### src/rtl/udlx_pkg.sv
// udlx_pkg
//   Shared definitions for the udlx pipeline: the default widths used by the
//   pipeline stages and the state encoding of the memory-access FSM.
//   There are no ports; other files import udlx_pkg::*.
package udlx_pkg;

   localparam int UDLX_DATA_WIDTH     = 32;
   localparam int UDLX_REG_ADDR_WIDTH = 5;
   localparam int UDLX_ACK_TIMEOUT    = 16;

   // Memory-stage FSM: IDLE waits for a load/store, ACCESS holds the request
   // on the data-memory bus until ack or timeout.
   typedef enum logic {
      IDLE   = 1'b0,
      ACCESS = 1'b1
   } mem_state_t;

endpackage

### src/rtl/memory_pipe.sv
// memory_pipe
//   MEM/WB pipeline register of the udlx pipeline.
//   Ports:
//     clk, rst_n        clock, asynchronous active-low reset
//     stall             1 = insert a bubble (reg_wr_en_q <= 0, other fields hold)
//     alu_data, reg_wr_en, reg_wr_addr, wb_mux_sel
//                       write-back fields from EX/MEM
//     load_en, load_data
//                       update strobe and value for the load-data field
//     mem_data_q, alu_data_q, reg_wr_en_q, reg_wr_addr_q, wb_mux_sel_q
//                       registered MEM/WB outputs
module memory_pipe
   import udlx_pkg::*;
#(
   parameter int DATA_WIDTH     = UDLX_DATA_WIDTH,
   parameter int REG_ADDR_WIDTH = UDLX_REG_ADDR_WIDTH
) (
   input  logic                      clk,
   input  logic                      rst_n,
   input  logic                      stall,
   input  logic [DATA_WIDTH-1:0]     alu_data,
   input  logic                      reg_wr_en,
   input  logic [REG_ADDR_WIDTH-1:0] reg_wr_addr,
   input  logic                      wb_mux_sel,
   input  logic                      load_en,
   input  logic [DATA_WIDTH-1:0]     load_data,
   output logic [DATA_WIDTH-1:0]     mem_data_q,
   output logic [DATA_WIDTH-1:0]     alu_data_q,
   output logic                      reg_wr_en_q,
   output logic [REG_ADDR_WIDTH-1:0] reg_wr_addr_q,
   output logic                      wb_mux_sel_q
);

   // MEM -> WB stage boundary
   always_ff @(posedge clk or negedge rst_n) begin
      if (!rst_n) begin
         mem_data_q    <= '0;
         alu_data_q    <= '0;
         reg_wr_en_q   <= 1'b0;
         reg_wr_addr_q <= '0;
         wb_mux_sel_q  <= 1'b0;
      end else begin
         if (stall) begin
            // Bubble: only the write enable is killed, the rest keeps its value.
            reg_wr_en_q <= 1'b0;
         end else begin
            alu_data_q    <= alu_data;
            reg_wr_en_q   <= reg_wr_en;
            reg_wr_addr_q <= reg_wr_addr;
            wb_mux_sel_q  <= wb_mux_sel;
         end
         // Load data has its own strobe so that ALU ops and stores leave it alone.
         if (load_en) begin
            mem_data_q <= load_data;
         end
      end
   end

endmodule

### src/rtl/memory_access.sv
// memory_access
//   MEM stage of the udlx pipeline. Turns loads/stores from EX/MEM into a
//   request/ack data-memory transaction, stalls the upstream pipeline while
//   the access is outstanding, aborts with a one-cycle error pulse after
//   ACK_TIMEOUT access cycles without ack, and feeds the MEM/WB register.
//   Ports:
//     clk, rst_n                          clock, asynchronous active-low reset
//     mem_data_rd_en_in/mem_data_wr_en_in load / store request (store wins if both)
//     mem_data_in                         store data
//     alu_data_in                         ALU result, also the memory address
//     reg_wr_en_in, reg_wr_addr_in, write_back_mux_sel_in
//                                         write-back control from EX/MEM
//     data_mem_req_out, data_mem_we_out   registered request and write strobe
//     data_mem_addr_out, data_mem_wdata_out
//                                         registered address / write data
//     data_mem_rdata_in, data_mem_ack_in  memory read data and acknowledge
//     stall_out                           combinational upstream freeze
//     mem_error_out                       one-cycle pulse on access timeout
//     mem_data_out, alu_data_out, reg_wr_en_out, reg_wr_addr_out,
//     write_back_mux_sel_out              MEM/WB register outputs
module memory_access
   import udlx_pkg::*;
#(
   parameter int DATA_WIDTH     = UDLX_DATA_WIDTH,
   parameter int REG_ADDR_WIDTH = UDLX_REG_ADDR_WIDTH,
   parameter int ACK_TIMEOUT    = UDLX_ACK_TIMEOUT
) (
   input  logic                      clk,
   input  logic                      rst_n,
   input  logic                      mem_data_rd_en_in,
   input  logic                      mem_data_wr_en_in,
   input  logic [DATA_WIDTH-1:0]     mem_data_in,
   input  logic [DATA_WIDTH-1:0]     alu_data_in,
   input  logic                      reg_wr_en_in,
   input  logic [REG_ADDR_WIDTH-1:0] reg_wr_addr_in,
   input  logic                      write_back_mux_sel_in,
   output logic                      data_mem_req_out,
   output logic                      data_mem_we_out,
   output logic [DATA_WIDTH-1:0]     data_mem_addr_out,
   output logic [DATA_WIDTH-1:0]     data_mem_wdata_out,
   input  logic [DATA_WIDTH-1:0]     data_mem_rdata_in,
   input  logic                      data_mem_ack_in,
   output logic                      stall_out,
   output logic                      mem_error_out,
   output logic [DATA_WIDTH-1:0]     mem_data_out,
   output logic [DATA_WIDTH-1:0]     alu_data_out,
   output logic                      reg_wr_en_out,
   output logic [REG_ADDR_WIDTH-1:0] reg_wr_addr_out,
   output logic                      write_back_mux_sel_out
);

   // Wide enough to hold ACK_TIMEOUT-1 even for ACK_TIMEOUT = 1.
   localparam int               CNT_W    = $clog2(ACK_TIMEOUT + 1);
   localparam logic [CNT_W-1:0] CNT_LAST = CNT_W'(ACK_TIMEOUT - 1);

   mem_state_t            state;
   logic [CNT_W-1:0]      wait_cnt;
   logic                  access;
   logic                  in_access;
   logic                  timeout;
   logic                  load_en;
   logic [DATA_WIDTH-1:0] load_data;

   assign access    = mem_data_rd_en_in | mem_data_wr_en_in;
   assign in_access = (state == ACCESS);
   // Last permitted access cycle passing without ack; an ack in this very
   // cycle still completes the access normally.
   assign timeout   = in_access && !data_mem_ack_in && (wait_cnt == CNT_LAST);

   // The timeout cycle releases the stall so the instruction retires on the
   // same edge that the FSM returns to IDLE.
   assign stall_out = (!in_access && access) ||
                      (in_access && !data_mem_ack_in && !timeout);

   // A timed-out load writes back 0; a store never touches the load data,
   // not even on timeout.
   assign load_en   = in_access && !data_mem_we_out && (data_mem_ack_in || timeout);
   assign load_data = data_mem_ack_in ? data_mem_rdata_in : '0;

   // EX/MEM -> memory request stage boundary
   always_ff @(posedge clk or negedge rst_n) begin
      if (!rst_n) begin
         state              <= IDLE;
         wait_cnt           <= '0;
         data_mem_req_out   <= 1'b0;
         data_mem_we_out    <= 1'b0;
         data_mem_addr_out  <= '0;
         data_mem_wdata_out <= '0;
         mem_error_out      <= 1'b0;
      end else begin
         mem_error_out <= 1'b0;
         case (state)
            IDLE: begin
               if (access) begin
                  state              <= ACCESS;
                  wait_cnt           <= '0;
                  data_mem_req_out   <= 1'b1;
                  data_mem_we_out    <= mem_data_wr_en_in;
                  data_mem_addr_out  <= alu_data_in;
                  data_mem_wdata_out <= mem_data_in;
               end
            end
            ACCESS: begin
               if (data_mem_ack_in || timeout) begin
                  state            <= IDLE;
                  wait_cnt         <= '0;
                  data_mem_req_out <= 1'b0;
                  mem_error_out    <= timeout;
               end else begin
                  wait_cnt <= wait_cnt + 1'b1;
               end
            end
            default: begin
               state            <= IDLE;
               data_mem_req_out <= 1'b0;
            end
         endcase
      end
   end

   memory_pipe #(
      .DATA_WIDTH     (DATA_WIDTH),
      .REG_ADDR_WIDTH (REG_ADDR_WIDTH)
   ) u_memory_pipe (
      .clk           (clk),
      .rst_n         (rst_n),
      .stall         (stall_out),
      .alu_data      (alu_data_in),
      .reg_wr_en     (reg_wr_en_in),
      .reg_wr_addr   (reg_wr_addr_in),
      .wb_mux_sel    (write_back_mux_sel_in),
      .load_en       (load_en),
      .load_data     (load_data),
      .mem_data_q    (mem_data_out),
      .alu_data_q    (alu_data_out),
      .reg_wr_en_q   (reg_wr_en_out),
      .reg_wr_addr_q (reg_wr_addr_out),
      .wb_mux_sel_q  (write_back_mux_sel_out)
   );

endmodule
### config.mk
export PLATFORM = sky130hd
export DESIGN_NAME = memory_access
export DESIGN_NICKNAME = d
export VERILOG_FILES = /design/src/rtl/udlx_pkg.sv /design/src/rtl/memory_pipe.sv /design/src/rtl/memory_access.sv
export SDC_FILE = /design/constraint.sdc
export NUM_CORES = 1
export LEC_CHECK = 0
export ABC_CLOCK_PERIOD_IN_PS = 5500
export CAP_MARGIN = 25
export CORE_MARGIN = 4
export CORE_UTILIZATION = 45
export DETAILED_ROUTE_END_ITERATION = 6
export PLACE_DENSITY_LB_ADDON = 0.08
export SETUP_SLACK_MARGIN = 0.3
export SLEW_MARGIN = 20
export SYNTH_ARGS = -nofsm -noshare
export SYNTH_HDL_FRONTEND = slang
export SYNTH_SLANG_ARGS = --single-unit
### constraint.sdc
create_clock -name clk -period 5.5 [get_ports clk]
set_input_delay 1.1 -clock clk [delete_from_list [all_inputs] [get_ports clk]]
set_output_delay 1.1 -clock clk [all_outputs]
set_load 0.01 [all_outputs]
# Word level (Yosys, flattened, before mapping)
# Cells that the tools add are included.
dict set report totals {
  reg_bits 144
  input_bits 108
  out_inout_bits 139
  wordCells 45
}
dict set report op_classes {
  addsub 1
  eq_ne 3
  n_mux 13
  bitwise 2
  n_reduce_logical 14
}
# operator count
set op_table {}
lappend op_table {{2-to-1 mux 32 bit} 1}
lappend op_table {{2-to-1 mux 5 bit} 2}
lappend op_table {{case mux 5 bit (2 select lines)} 1}
lappend op_table {{2-to-1 mux 1 bit} 7}
lappend op_table {{logical AND 1 bit} 6}
lappend op_table {{adder 5 x 1 -> 5 bit, second input constant} 1}
lappend op_table {{== test 5 x 4 -> 1 bit, second input constant} 1}
lappend op_table {{zero test 1 bit} 4}
lappend op_table {{case mux 1 bit (2 select lines)} 2}
lappend op_table {{AND reduction 2 bit} 2}
lappend op_table {{logical OR 1 bit} 2}
lappend op_table {{inequality test 2 x 1 -> 1 bit, second input constant} 1}
lappend op_table {{inequality test 2 bit, second input constant} 1}
lappend op_table {{inverter 1 bit} 1}
lappend op_table {{OR 1 bit} 1}

# Depth between registers and ports, before layout
dict set report logic_depth {
  ltp_word 7
  depth_mapped 9
  ltp_nobuf 6
}

# Cells and area by module
# From an unflattened synthesis, not the netlist that was laid out.
dict set report unflattened {
  cells_unflattened 359
  hier_area_um2 5695.5
}
# module instances cells_per_inst area_each_um2 seq_area_each_um2
set modules_own_cells {}
lappend modules_own_cells {memory_access 1 209 2999.1 1826.8}
lappend modules_own_cells {memory_pipe 1 150 2696.3 1776.7}

# Worst setup path before layout
# OpenSTA, ideal clock, no wires.
dict set report synth_path {
  path_kind {input-to-output}
  startpoint {in data_mem_ack_in}
  endpoint {out stall_out}
  t_arrival_ps 1945
  required_ps 4400
  slack_ps 2455
  cell_stages 5
  n_path_buf 3
  cell_sequence {or3b_1 buf_6 nand2_4 buf_12 buf_12}
}
dict set report synth_via {
  elab_chain_cells 6
}
# element line
set synth_rtl {}
lappend synth_rtl {{start: declaration} memory_access.sv:42} ;# input logic data_mem_ack_in,
lappend synth_rtl {{zero test 1 bit *} {memory_access.sv:68, memory_access.sv:73}}
lappend synth_rtl {{logical AND 1 bit *} {memory_access.sv:68, memory_access.sv:73}}
lappend synth_rtl {{logical AND 1 bit} memory_access.sv:68} ;# assign timeout = in_access && !data_mem_ack_in && (wait_cnt == CNT_LAST);
lappend synth_rtl {{zero test 1 bit} memory_access.sv:73} ;# (in_access && !data_mem_ack_in && !timeout);
lappend synth_rtl {{logical AND 1 bit *} memory_access.sv:73}
lappend synth_rtl {{logical OR 1 bit *} memory_access.sv:72} ;# assign stall_out = (!in_access && access) ||
lappend synth_rtl {{end: declaration} memory_access.sv:43} ;# output logic stall_out,
# Every way passes the cells marked *; elsewhere a longest branch is shown, timed or not.

# Final worst setup path
# Ends and elaborated chain as after synthesis.

==> key figures <==
Run status
  • Outcome: completed

Detailed routing
  • Routed len/inst: 18.47 um
  • Initial DRT Pass Iterations: 4
  • Drt initial violations: 183
  • Routed WL: 13540 um
  • Vias/cell: 5.018
  • DRC: 0
  • Antenna-violating nets left: 0
  • Routed vias: 3678

Critical path
  • Crit Path Category: input pin to output pin
  • CP Launch Type: input pin
  • Critical Path AT: between 2000 and 3000 ps
  • Critical path endpoint category: output pin
  • Crit Path Max Fanout: 8
  • Worst Reg-to-Reg Cells: 7
  • Req. time, crit path: 4400 ps

Clock tree
  • CTS Sinks: 144
  • Num CTS Buffers: 17
  • Post-cts hold buffer count: 0
  • Setup bufs post-CTS: 0
  • H-tree depth: 4
  • TritonCTS clock tree: yes
  • CTS Root Cell: clkbuf_16
  • Worst-Skew Late Latency: 420 ps
  • Clock transition at path regs: 50 ps
  • Post_cts resized: 0
  • Max Buffers Root-to-Sink: 2

Worst hold path
  • Hold path cells: 2
  • Worst hold-check path type: flip-flop to flip-flop

STA
  • Hold Vio Cnt, Final: 0
  • Final WS setup: 1564 ps
  • RSZ-0062 raised after global routing: false
  • Clock Skew: 6.403 ps
  • Final setup fails: 0
  • Max Slew Vio Count: 0
  • Post-route setup TNS: 0 ps
  • Fmax: 254.0 MHz
  • Minimum clock period: 3936 ps
  • Crit share post-route: 71.57%
  • Worst slew margin: around 40%
  • Slew @ Worst Pin: 895.6 ps

Synth
  • Largest family of logic cells by synthesized area: multiplexers
  • Count of cell types in the netlist: 28
  • Compound-Gate Fraction of Synth Area: 6.389%
  • Seq/Total Area, Yosys: around 67%
  • Mapped Cells: 328
  • Post-synthesis average cell area: 16.48 um2
  • Simple-gate share of the synthesized area: 1.852%
  • Warnings, synthesis: 0
  • Syn_nets: 438
  • Synth Area in Adders: less than 1%
  • Multiplexer share of the synthesized area: between 20 and 25%
  • Yosys reg bits: 144
  • XOR/XNOR share of the synthesized area: 0%
  • Synth Cell Area: 0.005405 mm2

Die
  • Die height: 117.6 um
  • DIE AREA: roughly 0.014 mm2
  • Ports: 247
  • Initial Util: 46.74%
  • # rows: 39
  • Die X: ~120 um
  • Core Footprint: around 0.012 mm2

Job
  • Max_cap viols: 0

Cells and area
  • ANT cells: 0
  • Commonest non-fill, non-tap cell in the layout: clkdlybuf4s50_1
  • Commonest cells after routing, fill and taps aside: clkdlybuf4s50_1, dfrtp_1, mux2_2, a22o_1, clkbuf_16
  • Area grow syn2layout: 58.17%
  • FILL cells: 754
  • NumNets Final: 688
  • Share of cells above drive strength 1: a little under a quarter

Place
  • Final HPWL DP: around 9700 um
  • Port Buf Inserts: approximately 250
  • RD Place Congestion: 0.7695
  • Post-Place Worst Slack: roughly 1600 ps

Global route
  • Vias in the first global route: between 3000 and 4000
  • Largest net degree at the start of global routing: 100
  • Initial antenna violation count: 0
  • Gr ovfl total: 0
  • Overall Global Routing Usage: 20.13%
  • First-pass GRT wire length: 21580 um

Power and ir drop
  • Pleak: approximately 3.6 nW
  • Pwr/cell area: 519.3 mW/mm2
  • Max IR drop VDD: 320.2 uV
[Yosys cell counts]
master | number | area (um2)
a21o_1 | 1 | 7.510
a21oi_1 | 1 | 5.000
a22o_1 | 33 | 289.0
and2_1 | 1 | 6.260
and3_1 | 2 | 12.51
and3b_1 | 1 | 8.760
buf_12 | 2 | 40.04
buf_2 | 9 | 45.04
buf_4 | 2 | 15.01
buf_6 | 1 | 11.26
clkbuf_1 | 5 | 18.77
dfrtp_1 | 144 | 3603
ha_1 | 2 | 25.02
inv_1 | 2 | 7.510
mux2_2 | 94 | 1059
mux2_4 | 9 | 135.1
nand2_1 | 4 | 15.01
nand2_4 | 1 | 11.26
nand3_1 | 1 | 5.000
nor2b_1 | 1 | 6.260
nor3_1 | 1 | 5.000
nor3b_1 | 2 | 15.01
o21ai_0 | 4 | 20.02
o21ai_1 | 1 | 5.000
o21bai_1 | 1 | 7.510
o21bai_2 | 1 | 11.26
or3_1 | 1 | 6.260
or3b_1 | 1 | 8.760
[kinds of logic after synthesis]
| logic type | Yosys count |
|---|---|
| mux | 103 |
| simple gates | 16 |
| buf+inv | 21 |
| compound gates | 42 |
| fa+ha+maj | 2 |
| flops | 144 |
[state kept, by name, summed over array words and instances (netlist names)]
| signal | count |
|---|---|
| u_memory_pipe.alu_data_q | 32 |
| data_mem_addr_out | 32 |
| u_memory_pipe.wb_mux_sel_q | 1 |
| data_mem_wdata_out | 32 |
| mem_error_out | 1 |
| data_mem_we_out | 1 |
| u_memory_pipe.reg_wr_addr_q | 5 |
| data_mem_req_out | 1 |
| wait_cnt | 5 |
| u_memory_pipe.mem_data_q | 32 |
| u_memory_pipe.reg_wr_en_q | 1 |
| in_access | 1 |
[critical path, stage by stage]
cell,delay [ps]
clkdlybuf4s50_1,500
or3b_1,550
nand2_4,120
clkdlybuf4s50_1,570
[layer usage]
metal  track usage [%]  share of wire [%]
met5                 0                  0
met4             10.84                3.3
met3             9.034                8.9
met2             32.44                 50
met1             22.42                 38
[stage by stage]
step | hold slack, ps | cells | util (%) | power (mW) | area (um2)
finish | 479.0 | 733 | 73.93 | 4.440 | 8549
global route | 508.5 | 733 | 73.93 | 4.661 | 8549
CTS | 483.0 | 733 | 73.93 | 4.499 | 8549
detailed placement | 471.0 | 702 | 68.95 | 3.360 | 7974
global placement | 464.7 | 701 | 68.75 | 3.307 | 7951
floorplan | 449.8 | 328 | - | 2.355 | 5405
[power by group]
group          switching [mW]  internal, mW  total (mW)
registers               0.196          1.44        1.64
clock network           0.405         0.710        1.11
logic                   0.625          1.06        1.68
[path summary, 6_finish.rpt]
check                                   startpoint                                 endpoint  slack, ps
hold / removal             wait_cnt[4]$_DFFE_PN0P_                  wait_cnt[4]$_DFFE_PN0P_        480
max in group asynchronous                    rst_n        data_mem_addr_out[16]$_DFFE_PN0P_       3600
setup / recovery                   data_mem_ack_in                                stall_out       1560
setup reg to reg           wait_cnt[0]$_DFFE_PN0P_  u_memory_pipe.alu_data_q[6]$_DFFE_PN0N_       2850
hold reg to reg            wait_cnt[4]$_DFFE_PN0P_                  wait_cnt[4]$_DFFE_PN0P_        480
min in group asynchronous                    rst_n  u_memory_pipe.mem_data_q[0]$_DFFE_PN0P_        760
[layout make-up]
class                      instances  area [um2]  share of cell area (%)
clock inverter                     6       80.08                  0.9366
multi-input combinational        163        1683                   19.68
tap                              143       178.9                   2.093
sequential                       144        3603                   42.15
inverter                           2       7.507                 0.08781
timing repair buffer             250        2501                   29.26
clock buffer                      25       495.5                   5.795
(Power assumes the default switching activity.)
